==> src/rtl/replay_schedule_if.sv <==
// Bundle carrying the session requests and every schedule output of the replay
// sequencer.
//   start, stop         : session requests (master -> slave)
//   start_count         : session running (FILL/RUN/DRAIN)
//   cycle_counter       : position within the gamma cycle, 0..G-1
//   half_cycle_counter  : position within the half cycle, 0..G/2-1
//   wr_idx              : demux write index, 2*half_cycle_counter
//   buf_sel             : ping-pong buffer select
//   network_buf_sel     : 1 = first half (network 0), 0 = second half
//   gamma_start         : one-clock pulse at cycle_counter==0 in a session
//   out_valid           : demux outputs hold replayed data
//   busy                : sequencer not idle
// The slave modport is the sequencer; the master modport is its user.
interface replay_schedule_if #(
  parameter int GAMMA_CYCLE_LENGTH = 18
) ();
  localparam int CW  = $clog2(GAMMA_CYCLE_LENGTH);
  localparam int HCW = $clog2(GAMMA_CYCLE_LENGTH / 2);

  logic           start;
  logic           stop;
  logic           start_count;
  logic [CW-1:0]  cycle_counter;
  logic [HCW-1:0] half_cycle_counter;
  logic [CW-1:0]  wr_idx;
  logic           buf_sel;
  logic           network_buf_sel;
  logic           gamma_start;
  logic           out_valid;
  logic           busy;

  modport master (
    output start, stop,
    input  start_count, cycle_counter, half_cycle_counter, wr_idx,
           buf_sel, network_buf_sel, gamma_start, out_valid, busy
  );

  modport slave (
    input  start, stop,
    output start_count, cycle_counter, half_cycle_counter, wr_idx,
           buf_sel, network_buf_sel, gamma_start, out_valid, busy
  );
endinterface

==> src/rtl/replay_schedule_ctrl.sv <==
// Gamma-cycle sequencer for the time-multiplexed two-network column.
// Produces all timing/select signals consumed by the replay-buffer demux and
// the multiplexed column from one synchronous source. A session is a FILL
// gamma cycle, zero or more RUN gamma cycles and one DRAIN gamma cycle, with
// state changes only on gamma boundaries.
// Ports:
//   clk   : system clock, all logic on posedge
//   rstb  : synchronous active-low reset
//   bus   : replay_schedule_if slave (start/stop in, schedule outputs out)
// Every output is driven straight from a flop.
module replay_schedule_ctrl #(
  parameter int GAMMA_CYCLE_LENGTH = 18
) (
  input logic             clk,
  input logic             rstb,
  replay_schedule_if.slave bus
);
  localparam int CW  = $clog2(GAMMA_CYCLE_LENGTH);
  localparam int HCW = $clog2(GAMMA_CYCLE_LENGTH / 2);

  localparam logic [CW-1:0]  CNT_LAST  = CW'(GAMMA_CYCLE_LENGTH - 1);
  localparam logic [CW-1:0]  CNT_HALF  = CW'(GAMMA_CYCLE_LENGTH / 2);
  localparam logic [HCW-1:0] HALF_LAST = HCW'(GAMMA_CYCLE_LENGTH / 2 - 1);

  typedef enum logic [1:0] {
    IDLE  = 2'd0,
    FILL  = 2'd1,
    RUN   = 2'd2,
    DRAIN = 2'd3
  } state_t;

  state_t         state_reg, state_next;
  logic           stop_pend_reg, stop_pend_next;
  logic [CW-1:0]  cnt_reg, cnt_next;
  logic [HCW-1:0] half_reg, half_next;
  logic [CW-1:0]  wr_idx_reg, wr_idx_next;
  logic           buf_sel_reg, buf_sel_next;
  logic           net_sel_reg, net_sel_next;
  logic           gamma_start_reg, gamma_start_next;
  logic           out_valid_reg, out_valid_next;
  logic           busy_reg, busy_next;
  logic           wrap;

  always_ff @(posedge clk) begin
    if (!rstb) begin
      state_reg       <= IDLE;
      stop_pend_reg   <= 1'b0;
      cnt_reg         <= '0;
      half_reg        <= '0;
      wr_idx_reg      <= '0;
      buf_sel_reg     <= 1'b0;
      net_sel_reg     <= 1'b0;
      gamma_start_reg <= 1'b0;
      out_valid_reg   <= 1'b0;
      busy_reg        <= 1'b0;
    end else begin
      state_reg       <= state_next;
      stop_pend_reg   <= stop_pend_next;
      cnt_reg         <= cnt_next;
      half_reg        <= half_next;
      wr_idx_reg      <= wr_idx_next;
      buf_sel_reg     <= buf_sel_next;
      net_sel_reg     <= net_sel_next;
      gamma_start_reg <= gamma_start_next;
      out_valid_reg   <= out_valid_next;
      busy_reg        <= busy_next;
    end
  end

  always_comb begin
    state_next       = state_reg;
    stop_pend_next   = stop_pend_reg;
    cnt_next         = '0;
    half_next        = '0;
    wr_idx_next      = '0;
    buf_sel_next     = 1'b0;
    net_sel_next     = 1'b0;
    gamma_start_next = 1'b0;
    // Mirrors the demux's one-clock output register: data seen now was
    // replayed during the previous clock.
    out_valid_next   = (state_reg == RUN) || (state_reg == DRAIN);
    wrap             = (cnt_reg == CNT_LAST);

    if (state_reg == IDLE) begin
      // A stop arriving together with start arms the session for a single
      // FILL + DRAIN; a lone stop in IDLE is dropped.
      stop_pend_next = 1'b0;
      if (bus.start) begin
        state_next       = FILL;
        stop_pend_next   = bus.stop;
        gamma_start_next = 1'b1;
        net_sel_next     = 1'b1;
      end
    end else begin
      stop_pend_next   = stop_pend_reg | bus.stop;
      cnt_next         = wrap ? '0 : cnt_reg + 1'b1;
      half_next        = (half_reg == HALF_LAST) ? '0 : half_reg + 1'b1;
      wr_idx_next      = CW'({half_next, 1'b0});
      buf_sel_next     = buf_sel_reg ^ wrap;
      net_sel_next     = (cnt_next < CNT_HALF);
      gamma_start_next = (cnt_next == '0);

      if (wrap) begin
        unique case (state_reg)
          FILL:    state_next = stop_pend_reg ? DRAIN : RUN;
          RUN:     state_next = stop_pend_reg ? DRAIN : RUN;
          DRAIN: begin
            // End of session: drop back to the idle values, buffer select
            // included, so the next session starts on buffer 0.
            state_next       = IDLE;
            stop_pend_next   = 1'b0;
            cnt_next         = '0;
            half_next        = '0;
            wr_idx_next      = '0;
            buf_sel_next     = 1'b0;
            net_sel_next     = 1'b0;
            gamma_start_next = 1'b0;
          end
          default: state_next = IDLE;
        endcase
      end
    end

    busy_next = (state_next != IDLE);
  end

  assign bus.start_count        = busy_reg;
  assign bus.busy               = busy_reg;
  assign bus.cycle_counter      = cnt_reg;
  assign bus.half_cycle_counter = half_reg;
  assign bus.wr_idx             = wr_idx_reg;
  assign bus.buf_sel            = buf_sel_reg;
  assign bus.network_buf_sel    = net_sel_reg;
  assign bus.gamma_start        = gamma_start_reg;
  assign bus.out_valid          = out_valid_reg;
endmodule

==> src/flat_wrapper.sv <==
// flat-port wrapper written by rule: the top's interface ports become plain ports
module replay_schedule_ctrl_flat 
#(
  parameter int GAMMA_CYCLE_LENGTH = 18
)
  (clk, rstb, bus_start, bus_stop, bus_start_count, bus_cycle_counter, bus_half_cycle_counter, bus_wr_idx, bus_buf_sel, bus_network_buf_sel, bus_gamma_start, bus_out_valid, bus_busy);
  replay_schedule_if #(.GAMMA_CYCLE_LENGTH(GAMMA_CYCLE_LENGTH)) bus_i ();
  input logic clk;
  input logic rstb;
  input wire logic [$bits(bus_i.start)-1:0] bus_start;
  input wire logic [$bits(bus_i.stop)-1:0] bus_stop;
  output wire logic [$bits(bus_i.start_count)-1:0] bus_start_count;
  output wire logic [$bits(bus_i.cycle_counter)-1:0] bus_cycle_counter;
  output wire logic [$bits(bus_i.half_cycle_counter)-1:0] bus_half_cycle_counter;
  output wire logic [$bits(bus_i.wr_idx)-1:0] bus_wr_idx;
  output wire logic [$bits(bus_i.buf_sel)-1:0] bus_buf_sel;
  output wire logic [$bits(bus_i.network_buf_sel)-1:0] bus_network_buf_sel;
  output wire logic [$bits(bus_i.gamma_start)-1:0] bus_gamma_start;
  output wire logic [$bits(bus_i.out_valid)-1:0] bus_out_valid;
  output wire logic [$bits(bus_i.busy)-1:0] bus_busy;
  assign bus_i.start = bus_start;
  assign bus_i.stop = bus_stop;
  assign bus_start_count = bus_i.start_count;
  assign bus_cycle_counter = bus_i.cycle_counter;
  assign bus_half_cycle_counter = bus_i.half_cycle_counter;
  assign bus_wr_idx = bus_i.wr_idx;
  assign bus_buf_sel = bus_i.buf_sel;
  assign bus_network_buf_sel = bus_i.network_buf_sel;
  assign bus_gamma_start = bus_i.gamma_start;
  assign bus_out_valid = bus_i.out_valid;
  assign bus_busy = bus_i.busy;
  replay_schedule_ctrl #(.GAMMA_CYCLE_LENGTH(GAMMA_CYCLE_LENGTH)) u_core (.clk(clk), .rstb(rstb), .bus(bus_i));
endmodule
==> config.mk <==
export PLATFORM = sky130hd
export DESIGN_NAME = replay_schedule_ctrl_flat
export DESIGN_NICKNAME = d
export VERILOG_FILES = /design/src/rtl/replay_schedule_if.sv /design/src/rtl/replay_schedule_ctrl.sv /design/src/flat_wrapper.sv
export SDC_FILE = /design/constraint.sdc
export NUM_CORES = 1
export LEC_CHECK = 0
export BUFFER_PORTS_ARGS = -buffer_cell sky130_fd_sc_hd__buf_2
export CAP_MARGIN = 20
export CORE_MARGIN = 2
export CORE_UTILIZATION = 48
export CTS_CLUSTER_DIAMETER = 100
export CTS_CLUSTER_SIZE = 24
export DETAILED_ROUTE_END_ITERATION = 16
export PLACE_DENSITY = 0.85
export SYNTH_ARGS = -nofsm -noshare
export SYNTH_HDL_FRONTEND = slang
export SYNTH_SLANG_ARGS = --single-unit
export TNS_END_PERCENT = 10
==> constraint.sdc <==
create_clock -name clk -period 2.65 [get_ports clk]
set_input_delay 0.265 -clock clk [delete_from_list [all_inputs] [get_ports clk]]
set_output_delay 0.265 -clock clk [all_outputs]
set_load 0.02 [all_outputs]
==> results.tsv <==
stage	metric	value	unit
run_status	run_status	finished clean	
placement	dp_hpwl	1080	um
floorplan	initial_core_util	0.522	
critical_path	worstRegToRegCells	6	
critical_path	cp-end-kind	register	
sta	postLayoutSetupSlackWorst	977	ps
detailed_routing	avgViaCountPerCell	4.94	
cells_and_area	final_common_cell	buf_2	
sta	setup_viol	0	
placement	dp_slack	986	ps
global_route	grt_use_total	0.153	
floorplan	pin_count	24	
detailed_routing	routedWlPerCell	10.9	um
cells_and_area	nNetsFinal	120	
cts	holdBufCountCts	0	
power_and_ir_drop	internal-power	0.343	mW
power_and_ir_drop	p_sw	0.120	mW
detailed_routing	drt_pass1_iterations	3	
synth	synth_cell_types	25	
global_route	use_met1	0.215	
power_and_ir_drop	swShare	0.259	
global_route	grt_pass1_vias	502	
sta	finClkSkew	7.25	ps
worst_hold_path	holdCritPathClass	in -> reg	
cts	cts_tree	done	
power_and_ir_drop	p_per_area	505	mW/mm2
placement	placedInstanceArea	890	um2
floorplan	num_rows	14	
power_and_ir_drop	p_leak	0.450	nW
detailed_routing	drc_errors	0	
critical_path	critical_path_class	reg -> reg	
floorplan	die_h	44.9	um
global_route	top_usage_layer	met1	
power_and_ir_drop	combPwrFrac	0.118	
sta	slew_violations	0	
critical_path	cp.required	2850	ps
sta	min_period	1670	ps
critical_path	worstPathArrival	1870	ps
critical_path	worst-path-max-fanout	8	
synth	yosys_register_bits	17	
detailed_routing	vias	612	
detailed_routing	totalWireLength	1350	um
cells_and_area	antenna_cells	0	
sta	timing.fmax	598	MHz
flow_run	maxCapViolCount	0	
cells_and_area	final_core_util	0.594	
critical_path	r2r_slack	980	ps
global_route	antenna_found_initial	0	
cells_and_area	syn_to_final_growth	13.8	%
floorplan	dieArea	0.00202	mm2
synth	avgSynthCellArea	9.14	um2
critical_path	r2r_start	u_core.bus.cycle_counter[0]$_SDFF_PP0_	
sta	hold_viol_final	0	
synth	syn_area	805	um2
cells_and_area	fin_area	916	um2
cells_and_area	final_cell_mix	22 x buf_2, 17 x dfxtp_1, 9 x nor2_1	
cts	postCtsSetupBuffers	0	
cts	clock_path_buffers	2	
sta	rsz0062_at_grt	false	
synth	synthCells	88	
cts	path_clk_slew	100	ps
cts	insertion_delay	290	ps
sta	holdWs	205	ps
detailed_routing	drt_iter0_markers	6	
placement	numPortBuffers	22	
synth	synth_nets	99	
cts	cts.sinks	17	
cells_and_area	largest_reg_flops	5	
cts	cts_made_buffers	3	
cells_and_area	layout-drive-gt1-share	0.269	
power_and_ir_drop	pwr-share-seq	0.583	
power_and_ir_drop	vdd_ir_drop_max	0.300	mV
worst_hold_path	min_from	rstb	
cts	root_buffer	clkbuf_4	
sta	fin_crit_sh	0.631	
critical_path	startpoint_type	register	
global_route	grt.overflow.total	0	
critical_path	r2r_end	u_core.bus.busy$_SDFF_PN0_	
placement	gp_congestion	0.766	
sta	tns	0	ps
cts	cts-resized-gates	0	
synth	yosys_warnings	0	
global_route	grt_max_degree	10	
global_route	grt_pass1_wl	2210	um
worst_hold_path	min_path_cells	2	
floorplan	die_w	44.9	um
floorplan	fp.coreArea	0.00154	mm2
detailed_routing	drtAntennaViolNets	0	
worst_hold_path	worst_hold_path.endpoint	u_core.bus.busy$_SDFF_PN0_	
cts	cts_max_level	1	
synth	ys_seq_area_frac	0.423	
global_route	gr-usage-met2	0.211	
power_and_ir_drop	clkPwrFrac	0.298	
global_route	gr-usage-met3	0.0360	
==> final cells by class <==
class	instances	area (um2)
fill	135	626
multi-input combinational	57	385
sequential	17	340
timing repair buffer	23	118
clock buffer	4	26.3
inverter	7	26.3
tap	16	20.0
==> power by group through the flow <==
stage | clock (mW) | combinational [mW] | sequential, mW
after floorplan | 0 | 0.0341 | 0.283
after global placement | 0 | 0.0534 | 0.275
after detailed placement | 0 | 0.0547 | 0.275
after CTS | 0.142 | 0.0549 | 0.270
after global routing | 0.152 | 0.0612 | 0.271
final | 0.138 | 0.0547 | 0.270
==> metrics by stage <==
| stage | total power, mW | cells |
|---|---|---|
| floorplan | 0.317 | 88 |
| global placement | 0.328 | 120 |
| detailed placement | 0.330 | 120 |
| CTS | 0.467 | 124 |
| global route | 0.484 | 124 |
| finish | 0.462 | 124 |
==> synthesized netlist by cell type <==
master,n,share of area
mux2i_1,2,0.025
o22ai_1,1,0.0078
xor2_1,3,0.033
o2111ai_1,1,0.011
nand3_1,2,0.012
a211oi_1,1,0.0093
o221ai_1,1,0.011
nand2_1,6,0.028
buf_4,7,0.065
a211oi_2,1,0.016
or2_2,1,0.0078
nand2b_1,2,0.016
ha_1,7,0.11
a21o_1,1,0.0093
and2_1,4,0.031
a31o_2,1,0.011
o21ai_0,2,0.012
nor2_1,9,0.042
nor4bb_1,1,0.012
conb_1,1,0.0047
dfxtp_1,17,0.42
a21oi_1,7,0.044
nor3_1,1,0.0062
xnor2_1,2,0.022
inv_1,7,0.033
==> cells by family after synthesis <==
family,share of synthesized area
xor+xnor,0.0544
simple gates,0.156
mux,0.0249
fa+ha+maj,0.109
compound gates,0.131
flops,0.423
other cells,0.00466
buf+inv,0.0980
==> routing by layer <==
layer	vias up	wire (um)
met2	17	592
met1	269	667
met4	0	19
met5	-	0
met3	2	74
li1	324	-
==> worst max-delay path, stage by stage (launching register included) <==
cell and delay, ps:
dfxtp_1 430, ha_1 200, nor4bb_1 270, buf_4 210
mux2i_1 190, o22ai_1 100, a21o_1 180
==> worst max path at each step <==
stage | from | endpoint | slack, ps | depth (start not counted)
6_report | u_core.bus.cycle_counter[0]$_SDFF_PP0_ | u_core.bus.busy$_SDFF_PN0_ | 980 | 6
5_1_grt | u_core.state_reg[0]$_SDFF_PN0_ | u_core.bus.wr_idx[1]$_SDFF_PP0_ | 840 | 6
4_1_cts | u_core.bus.cycle_counter[0]$_SDFF_PP0_ | u_core.bus.busy$_SDFF_PN0_ | 980 | 6
3_5_place_dp | u_core.bus.cycle_counter[0]$_SDFF_PP0_ | u_core.bus.busy$_SDFF_PN0_ | 990 | 6
3_3_place_gp | u_core.bus.cycle_counter[0]$_SDFF_PP0_ | u_core.bus.busy$_SDFF_PN0_ | 1050 | 6
2_1_floorplan | u_core.bus.cycle_counter[0]$_SDFF_PP0_ | u_core.bus.busy$_SDFF_PN0_ | 960 | 6
Power figures use the tool's default switching activity.
